### config.mk
export PLATFORM = sky130hd
export DESIGN_NAME = seq_divider
export DESIGN_NICKNAME = d
export VERILOG_FILES = /design/src/rtl/seq_divider_pkg.sv /design/src/rtl/seq_divider.sv
export SDC_FILE = /design/constraint.sdc
export NUM_CORES = 1
export LEC_CHECK = 0
export CAP_MARGIN = 20
export CORE_ASPECT_RATIO = 0.75
export CORE_MARGIN = 2
export CORE_UTILIZATION = 63
export CTS_CLUSTER_SIZE = 8
export DETAILED_ROUTE_END_ITERATION = 16
export GPL_ROUTABILITY_DRIVEN = 0
export PLACE_DENSITY = 0.87
export SYNTH_ARGS = -nofsm -noshare
export SYNTH_HDL_FRONTEND = slang
export SYNTH_SLANG_ARGS = --single-unit
### constraint.sdc
create_clock -name clk -period 8.7 [get_ports clk]
set_input_delay 1.74 -clock clk [delete_from_list [all_inputs] [get_ports clk]]
set_output_delay 1.74 -clock clk [all_outputs]
set_load 0.01 [all_outputs]
### src/rtl/seq_divider_pkg.sv
// Shared core defines for the sequential divider: FSM encoding and default width.
package seq_divider_pkg;

  localparam int unsigned DefaultWidth = 32;

  typedef enum logic [1:0] {
    StIdle,
    StCalc,
    StDone
  } div_state_e;

endpackage

### src/rtl/seq_divider.sv
// Restoring radix-2 sequential divider (signed/unsigned), one quotient bit per cycle.
// Optional DIV_SPECIAL_FAST_EN: divide-by-zero and signed overflow skip CALC entirely.
module seq_divider
  import seq_divider_pkg::*;
#(
  parameter int unsigned WIDTH = DefaultWidth
) (
  input  logic             clk,
  input  logic             reset,
  input  logic             i_flush,
  input  logic             i_start,
  input  logic             i_signed,
  input  logic [WIDTH-1:0] i_dividend,
  input  logic [WIDTH-1:0] i_divisor,
  output logic             o_busy,
  output logic             o_end_valid,
  output logic [WIDTH-1:0] o_quotient,
  output logic [WIDTH-1:0] o_remainder
);

  localparam int unsigned CntW = $clog2(WIDTH + 1);
  localparam logic [CntW-1:0] LastCnt = CntW'(WIDTH - 1);
  localparam logic [WIDTH-1:0] MinVal = {1'b1, {(WIDTH - 1){1'b0}}};

  div_state_e state_q, state_d;
  logic [CntW-1:0]  cnt_q, cnt_d;
  logic [WIDTH-1:0] rem_q, rem_d;
  logic [WIDTH-1:0] quot_q, quot_d;
  logic [WIDTH-1:0] divisor_q, divisor_d;
  logic [WIDTH-1:0] dividend_q, dividend_d;
  logic             neg_q_q, neg_q_d;
  logic             neg_r_q, neg_r_d;
  logic             div0_q, div0_d;
  logic             ovf_q, ovf_d;
  logic [WIDTH-1:0] quotient_q, quotient_d;
  logic [WIDTH-1:0] remainder_q, remainder_d;

  logic             start_div0;
  logic             start_ovf;
  logic [WIDTH-1:0] dividend_mag;
  logic [WIDTH-1:0] divisor_mag;
  logic [WIDTH:0]   shifted;
  logic             step_ge;
  logic [WIDTH-1:0] rem_nxt;
  logic [WIDTH-1:0] quot_nxt;
  logic [WIDTH-1:0] quot_signed;
  logic [WIDTH-1:0] rem_signed;

  assign start_div0 = (i_divisor == '0);
  assign start_ovf  = i_signed && (i_dividend == MinVal) && (i_divisor == '1);

  assign dividend_mag = (i_signed && i_dividend[WIDTH-1]) ? -i_dividend : i_dividend;
  assign divisor_mag  = (i_signed && i_divisor[WIDTH-1])  ? -i_divisor  : i_divisor;

  // quot_q doubles as the dividend shift register: its MSB feeds the partial remainder.
  assign shifted  = {rem_q, quot_q[WIDTH-1]};
  assign step_ge  = (shifted >= {1'b0, divisor_q});
  assign rem_nxt  = step_ge ? (shifted[WIDTH-1:0] - divisor_q) : shifted[WIDTH-1:0];
  assign quot_nxt = {quot_q[WIDTH-2:0], step_ge};

  assign quot_signed = neg_q_q ? -quot_nxt : quot_nxt;
  assign rem_signed  = neg_r_q ? -rem_nxt  : rem_nxt;

  always_comb begin
    state_d     = state_q;
    cnt_d       = cnt_q;
    rem_d       = rem_q;
    quot_d      = quot_q;
    divisor_d   = divisor_q;
    dividend_d  = dividend_q;
    neg_q_d     = neg_q_q;
    neg_r_d     = neg_r_q;
    div0_d      = div0_q;
    ovf_d       = ovf_q;
    quotient_d  = quotient_q;
    remainder_d = remainder_q;

    unique case (state_q)
      StIdle: begin
        if (i_start) begin
          state_d    = StCalc;
          cnt_d      = '0;
          rem_d      = '0;
          quot_d     = dividend_mag;
          divisor_d  = divisor_mag;
          dividend_d = i_dividend;
          neg_q_d    = i_signed && (i_dividend[WIDTH-1] ^ i_divisor[WIDTH-1]);
          neg_r_d    = i_signed && i_dividend[WIDTH-1];
          div0_d     = start_div0;
          ovf_d      = start_ovf;
`ifdef DIV_SPECIAL_FAST_EN
          if (start_div0 || start_ovf) begin
            state_d     = StDone;
            quotient_d  = start_ovf ? MinVal : '1;
            remainder_d = start_ovf ? '0 : i_dividend;
          end
`endif
        end
      end
      StCalc: begin
        rem_d  = rem_nxt;
        quot_d = quot_nxt;
        cnt_d  = cnt_q + CntW'(1);
        if (cnt_q == LastCnt) begin
          state_d = StDone;
          cnt_d   = '0;
          if (div0_q) begin
            quotient_d  = '1;
            remainder_d = dividend_q;
          end else if (ovf_q) begin
            quotient_d  = MinVal;
            remainder_d = '0;
          end else begin
            quotient_d  = quot_signed;
            remainder_d = rem_signed;
          end
        end
      end
      StDone: begin
        state_d = StIdle;
      end
      default: begin
        state_d = StIdle;
      end
    endcase

    // Flush wins over everything except reset; results from the last completed divide survive.
    if (i_flush) begin
      state_d     = StIdle;
      cnt_d       = '0;
      quotient_d  = quotient_q;
      remainder_d = remainder_q;
    end
  end

  always_ff @(posedge clk) begin
    if (reset) begin
      state_q     <= StIdle;
      cnt_q       <= '0;
      rem_q       <= '0;
      quot_q      <= '0;
      divisor_q   <= '0;
      dividend_q  <= '0;
      neg_q_q     <= 1'b0;
      neg_r_q     <= 1'b0;
      div0_q      <= 1'b0;
      ovf_q       <= 1'b0;
      quotient_q  <= '0;
      remainder_q <= '0;
    end else begin
      state_q     <= state_d;
      cnt_q       <= cnt_d;
      rem_q       <= rem_d;
      quot_q      <= quot_d;
      divisor_q   <= divisor_d;
      dividend_q  <= dividend_d;
      neg_q_q     <= neg_q_d;
      neg_r_q     <= neg_r_d;
      div0_q      <= div0_d;
      ovf_q       <= ovf_d;
      quotient_q  <= quotient_d;
      remainder_q <= remainder_d;
    end
  end

  assign o_busy      = (state_q == StCalc);
  assign o_end_valid = (state_q == StDone) && !i_flush;
  assign o_quotient  = quotient_q;
  assign o_remainder = remainder_q;

endmodule

==> results of run 1 <==
## final cells by class
| class | instances | area [um^2] | area share (%) |
|---|---|---|---|
| flip-flops and latches | 204 | 4080 | 26.8 |
| inverters | 62 | 233 | 1.53 |
| multi-input cells | 1370 | 8330 | 54.7 |
| clock buffers | 29 | 726 | 4.77 |
| repair buffers | 149 | 1470 | 9.67 |
| well taps | 282 | 353 | 2.32 |
| clock inverters | 1 | 30.0 | 0.197 |
## cells in the mapped netlist, drive strengths merged, types with 15 or more instances
| cell | count | area share, % |
|---|---|---|
| xnor2 | 77 | 5.1 |
| buf | 23 | 0.82 |
| a21o | 15 | 0.86 |
| a21oi | 160 | 6.2 |
| or3 | 20 | 0.96 |
| nor2 | 216 | 6.2 |
| a211oi | 47 | 3.0 |
| clkbuf | 96 | 2.8 |
| a221oi | 21 | 1.4 |
| nor4 | 19 | 0.91 |
| dfxtp | 204 | 31 |
| o21ai | 73 | 2.8 |
| mux2i | 15 | 1.1 |
| a31oi | 35 | 1.7 |
| nor3 | 84 | 3.2 |
| a22oi | 34 | 1.9 |
| nand4 | 24 | 1.1 |
| a21boi | 28 | 1.6 |
| nand2 | 193 | 5.6 |
| ha | 38 | 3.6 |
| o31ai | 29 | 1.7 |
| nand3 | 40 | 1.6 |
| and3 | 15 | 0.72 |
| xor2 | 50 | 3.3 |
| inv | 61 | 1.7 |
## cell families (layout without fill, tap and decap cells)
logic type | count (synthesis) | count (layout) | share of synthesized area [%]
simple gates | 666 | 666 | 23.3
compound gates | 521 | 521 | 26.5
flops | 204 | 204 | 31.2
buf+inv | 181 | 241 | 5.35
xor+xnor | 127 | 127 | 8.49
fa+ha+maj | 39 | 39 | 3.78
mux | 17 | 17 | 1.32
## through the flow
| step | total power, W | instances |
|---|---|---|
| final | 0.00242 | 2097 |
| after global routing | 0.00250 | 2097 |
| after CTS | 0.00241 | 2095 |
| after detailed placement | 0.00143 | 2065 |
| after global placement | 0.00142 | 2064 |
| after floorplan | 0.00130 | 1755 |
## cell usage in the layout, fill, tap and decap left out, types with 9 or more instances in the layout
master           count
a211oi_1            43
a21boi_0            26
a21o_1              15
a21oi_1            158
a221oi_1            21
a22oi_1             34
a311oi_1            12
a31oi_1             35
and3_1              15
buf_4               13
clkbuf_16           29
clkdlybuf4s50_1    133
dfxtp_1            204
ha_1                38
inv_1               59
mux2i_1             15
nand2_1            191
nand2b_1            11
nand3_1             39
nand4_1             24
nor2_1             215
nor3_1              84
nor4_1              18
o21a_1              10
o21ai_0             64
o21ai_1              9
o31ai_1             27
o41ai_1             12
or3_1               20
or4_1               11
xnor2_1             77
xor2_1              50
## final timing paths
| check | startpoint | end | cells past startpoint |
|---|---|---|---|
| setup / recovery | rem_q[26] | o_remainder[28] | 16 |
| hold / removal | dividend_q[18] | dividend_q[18] | 2 |
| setup reg to reg | rem_q[26] | o_remainder[28] | 16 |
| hold reg to reg | dividend_q[18] | dividend_q[18] | 2 |
## sequential cells by signal, summed over array words and instances (netlist names)
| signal | count |
|---|---|
| dividend_q | 32 |
| neg_r_q | 1 |
| state_q | 2 |
| o_quotient | 32 |
| quot_q | 32 |
| divisor_q | 32 |
| cnt_q | 6 |
| div0_q | 1 |
| neg_q_q | 1 |
| rem_q | 32 |
| o_remainder | 32 |
| ovf_q | 1 |
## per-layer routing
layer / global-route usage [%] / up-vias / routed length [um] / share of wire (%)
met2: 53.3 / 845 / 16800 / 42
li1: - / 6438 / - / -
met5: 0 / - / 0 / 0
met1: 51.8 / 6448 / 17300 / 43
met4: 11.4 / 0 / 1190 / 3.0
met3: 7.17 / 114 / 4830 / 12
## critical path: stages (launching register included)
cell       delay, ps
dfxtp_1          340
ha_1             410
o21ai_1          200
a21oi_1           80
o311ai_1         540
o211a_1          490
nand2_4          460
mux2i_1          380
ha_1             280
nor3b_1          390
or4b_1           470
o31a_1           170
a211oi_2         330
o2111ai_2        230
o31ai_2          240
xnor2_1          110
a2111oi_2        340
## power groups by stage
stage,Combinational [W],Clock (W),Sequential (W)
after global routing,0.000463,0.00103,0.00100
final,0.000427,0.000990,0.00100
after global placement,0.000398,0,0.00102
after floorplan,0.000286,0,0.00101
after CTS,0.000411,0.000995,0.00100
after detailed placement,0.000408,0,0.00102
==> impl_metrics.ini, run 1 <==
[power_and_ir_drop]
power_frac_seq_pct = 41.4
p_per_area_nw_per_um2 = 159
ir_worst_vdd_mv = 0.145
intPower_w = 0.00173
pwr-share-clk_pct = 40.9
p_leak_nw = 5.64
sw_frac_of_total_pct = 28.3
p_comb_share_pct = 17.7
switchingPower_w = 0.000684

[setup_path]
start_kind = flop
required_ps = 9130
cp-end-kind = flop
cp.arrival_ps = 6010
r2r_setup_slack_ps = 3130
cp_max_fo = 52
crit_type = reg2reg

[timing]
fin_skew_ps = 13.7
finalHoldViolCount = 0
finalSetupTns_ps = 0
fin_ws_ps = 3130
slew_headroom_pct = 21.5
period_needed_ps = 5570
tightest_slew_ps = 1170
maxSlewViolCount = 0
fmax_ghz = 0.179
holdWs_ps = 454
finalSetupViolations = 0
fin_crit_sh_pct = 64.1
grt_setup_unrepaired = no

[yosys]
synth_edf_count = 0
synthFlopType = dfxtp_1
netlist_instances = 1755
syn_area_per_cell_um2 = 7.46
seq_area_frac_synth_pct = 31.2
synth_nets = 1863
synth_cell_types = 81
yosys_warnings = 0
synth.cell_area_um2 = 13100
synthArstFlopShare_pct = 0
yosys_register_bits = 204

[floorplan]
initial_core_util_pct = 64.4
rows = 45
die_y_um = 129
core_um2 = 20300
die-area_um2 = 22000
fp.dieW_um = 170
ioPinCount = 135

[placement]
portBuffers = 134
dp_hpwl_mm = 28.6
place_ws_ps = 3330
dpl_cell_area_um2 = 14400

[detailed_routing]
wl_mm = 40.2
routedWlPerCell_um = 19.1
drc = 0
drtAntennaViolNets = 0
viasPerCell = 6.60
vias = 13845
first_pass_iters = 8
initialDrtViolationCount = 1709

[cells_and_area]
area_growth_pct = 16.3
utilization_pct = 74.9
nNetsFinal = 1924
num-fill-cells = 1568
n_antenna_cell = 0
drive_gt1_share_pct = 4.24
finish.instance_area_um2 = 15200

[global_route]
grt_pass1_vias = 12406
gr-usage-all-layers_pct = 35.7
antenna_found_initial = 1
grt.overflow.total = 0
grt_max_degree = 134
grt_pass1_wl_mm = 63.5

[clocking]
cts-resized-gates = 0
clk_pin_slew_ps = 50
cts_setup_buffers = 0
cts_tree = built
postCtsHoldBufs = 0
numCtsBuffers = 29
clock_latency_ps = 540
clk_path_buf_depth = 3
htreeDepth = 1
clockRootBuffer = clkbuf_16
clock-sinks = 204

[min_path]
hold_class = reg2reg

[run]
drv_cap = 0

[run_status]
outcome = finished, final reports clean
Note: power is estimated with default switching activity, not from simulation.
==> run 2: changes to the inputs <==
- CORE_UTILIZATION: 63 -> 53
- PLACE_DENSITY: 0.87 -> 0.78
- clock period: 8.7 -> 4.55 ns (I/O delays scaled with it)
==> run 2 against run 1 <==
Compared with the run above: first-iteration DRC count up 16%; maximum frequency up 23%; combinational power rose by 130%; wire length grew 9.7%; non-clock buffer count increased by 70; utilization decreased by 7.2 points; highest routed layer unchanged; global-route usage is 3.9 points lower; worst setup slack got worse by 3100 ps; critical path depth increased by 1.
==> impl_metrics.ini, run 2 (same netlist as run 1, synthesis figures left out) <==
[run_status]
outcome = finished, final reports clean

[clocking]
clk_pin_slew_ps = 50
clock-sinks = 204
clk_path_buf_depth = 3
numCtsBuffers = 29
htreeDepth = 1
clockRootBuffer = clkbuf_16
clock_latency_ps = 550
cts_tree = built
postCtsHoldBufs = 0

[setup_path]
cp_max_fo = 6
crit_type = reg2reg
r2r_setup_slack_ps = 40
required_ps = 4970
cp-end-kind = flop
cp.arrival_ps = 4930
start_kind = flop

[timing]
fin_skew_ps = 15.8
period_needed_ps = 4510
fmax_ghz = 0.222
fin_crit_sh_pct = 99.2
fin_ws_ps = 36.1
tightest_slew_ps = 1090
maxSlewViolCount = 0
finalSetupViolations = 0
slew_headroom_pct = 27.4
grt_setup_unrepaired = yes
finalHoldViolCount = 0

[detailed_routing]
drtAntennaViolNets = 0
viasPerCell = 6.39
drc = 0
vias = 14168
initialDrtViolationCount = 1990
routedWlPerCell_um = 19.9
wl_mm = 44.0
first_pass_iters = 7

[placement]
dp_cells = 2158
place_ws_ps = -72.5
portBuffers = 134
dp_hpwl_mm = 30.8

[floorplan]
fp.dieW_um = 186
ioPinCount = 135
die-area_um2 = 26000
die_y_um = 140
initial_core_util_pct = 54.4
core_um2 = 24100
rows = 49

[global_route]
grt_pass1_wl_mm = 66.6
grt_pass1_vias = 12358
grt_max_degree = 129
gr-usage-all-layers_pct = 31.9
grt.overflow.total = 0
antenna_found_initial = 1

[cells_and_area]
final_cell_mix = 213 x nor2_1, 189 x nand2_1, 187 x dfxtp_1
n_antenna_cell = 0
nNetsFinal = 1994
utilization_pct = 67.7
fin_cells = 2217
final_common_cell = nor2_1
drive_gt1_share_pct = 11.6
area_growth_pct = 24.5

[power_and_ir_drop]
ir_worst_vdd_mv = 0.304
p_per_area_nw_per_um2 = 292
p_leak_nw = 6.00

[run]
drv_cap = 0

[min_path]
hold_class = reg2reg
run 2: cell count changes in the layout (fill, tap and decap cells not counted), sizes merged:
cell / previous run / this run
buf: 15 / 86
bufinv: 1 / 0
clkinv: 1 / 2
run 2: path summary, 6_finish.rpt:
| check | end | from | cells past startpoint |
|---|---|---|---|
| worst min register to register | dividend_q[11] | dividend_q[11] | 2 |
| worst max register to register | o_remainder[28] | divisor_q[25] | 17 |
| worst max-delay path | o_remainder[28] | divisor_q[25] | 17 |
| worst min-delay path | dividend_q[11] | dividend_q[11] | 2 |
run 2: layer usage:
layer	up-vias	global-route usage [%]	wire, um
li1	6575	-	-
met1	6645	47.2	19300
met2	824	45.2	18200
met3	124	8.74	5290
met4	0	8.10	1270
met5	-	0	0
run 2: stage by stage:
| step | hold WS [ps] | area [um^2] | total power, W | setup TNS, ps |
|---|---|---|---|---|
| 6_report | 454 | 16300 | 0.00476 | 0 |
| 5_1_grt | 477 | 16300 | 0.00493 | -328 |
| 4_1_cts | 453 | 15600 | 0.00464 | 0 |
| 3_5_place_dp | 444 | 14900 | 0.00278 | -72.5 |
| 3_3_place_gp | 440 | 14900 | 0.00276 | 0 |
| 2_1_floorplan | 431 | 13100 | 0.00248 | 0 |
run 2: timing repair:
| item | 4_1_cts | 5_1_grt |
|---|---|---|
| setup buffers | 0 | 28 |
| pin swaps | 2 | 32 |
| endpoints found under the setup margin | 1 | 8 |
| resized for setup | 5 | 86 |
run 2: where the power goes:
part           internal (W)  switching (W)
registers           0.00186      0.0000641
clock network       0.00111       0.000768
logic              0.000386       0.000575
run 2: worst max-delay path, stage by stage (launching register included):
cell,delay [ps]
dfxtp_2,330
inv_2,50
ha_4,290
nand4_1,260
nor4_4,400
a311oi_4,140
o211a_4,180
nand2_4,110
mux2i_4,260
ha_2,210
nor3b_4,210
or4b_4,480
o31a_1,140
a211oi_2,340
o2111ai_2,210
o31ai_2,310
xnor2_1,120
a2111oi_2,340
run 2: cell type report:
cell class                 count  area, um^2
fill                        2011        7790
sequential                   204        4110
multi-input combinational   1370        8800
clock buffer                  30         729
clock inverter                 1        5.00
timing repair buffer         219        2020
tap                          331         414
inverter                      62         233
==> run 3: changes to the inputs <==
- ABC_CLOCK_PERIOD_IN_PS: unset -> 4550
==> results of run 3 <==
Final layout, timing and power as in run 2 (identical DEF).
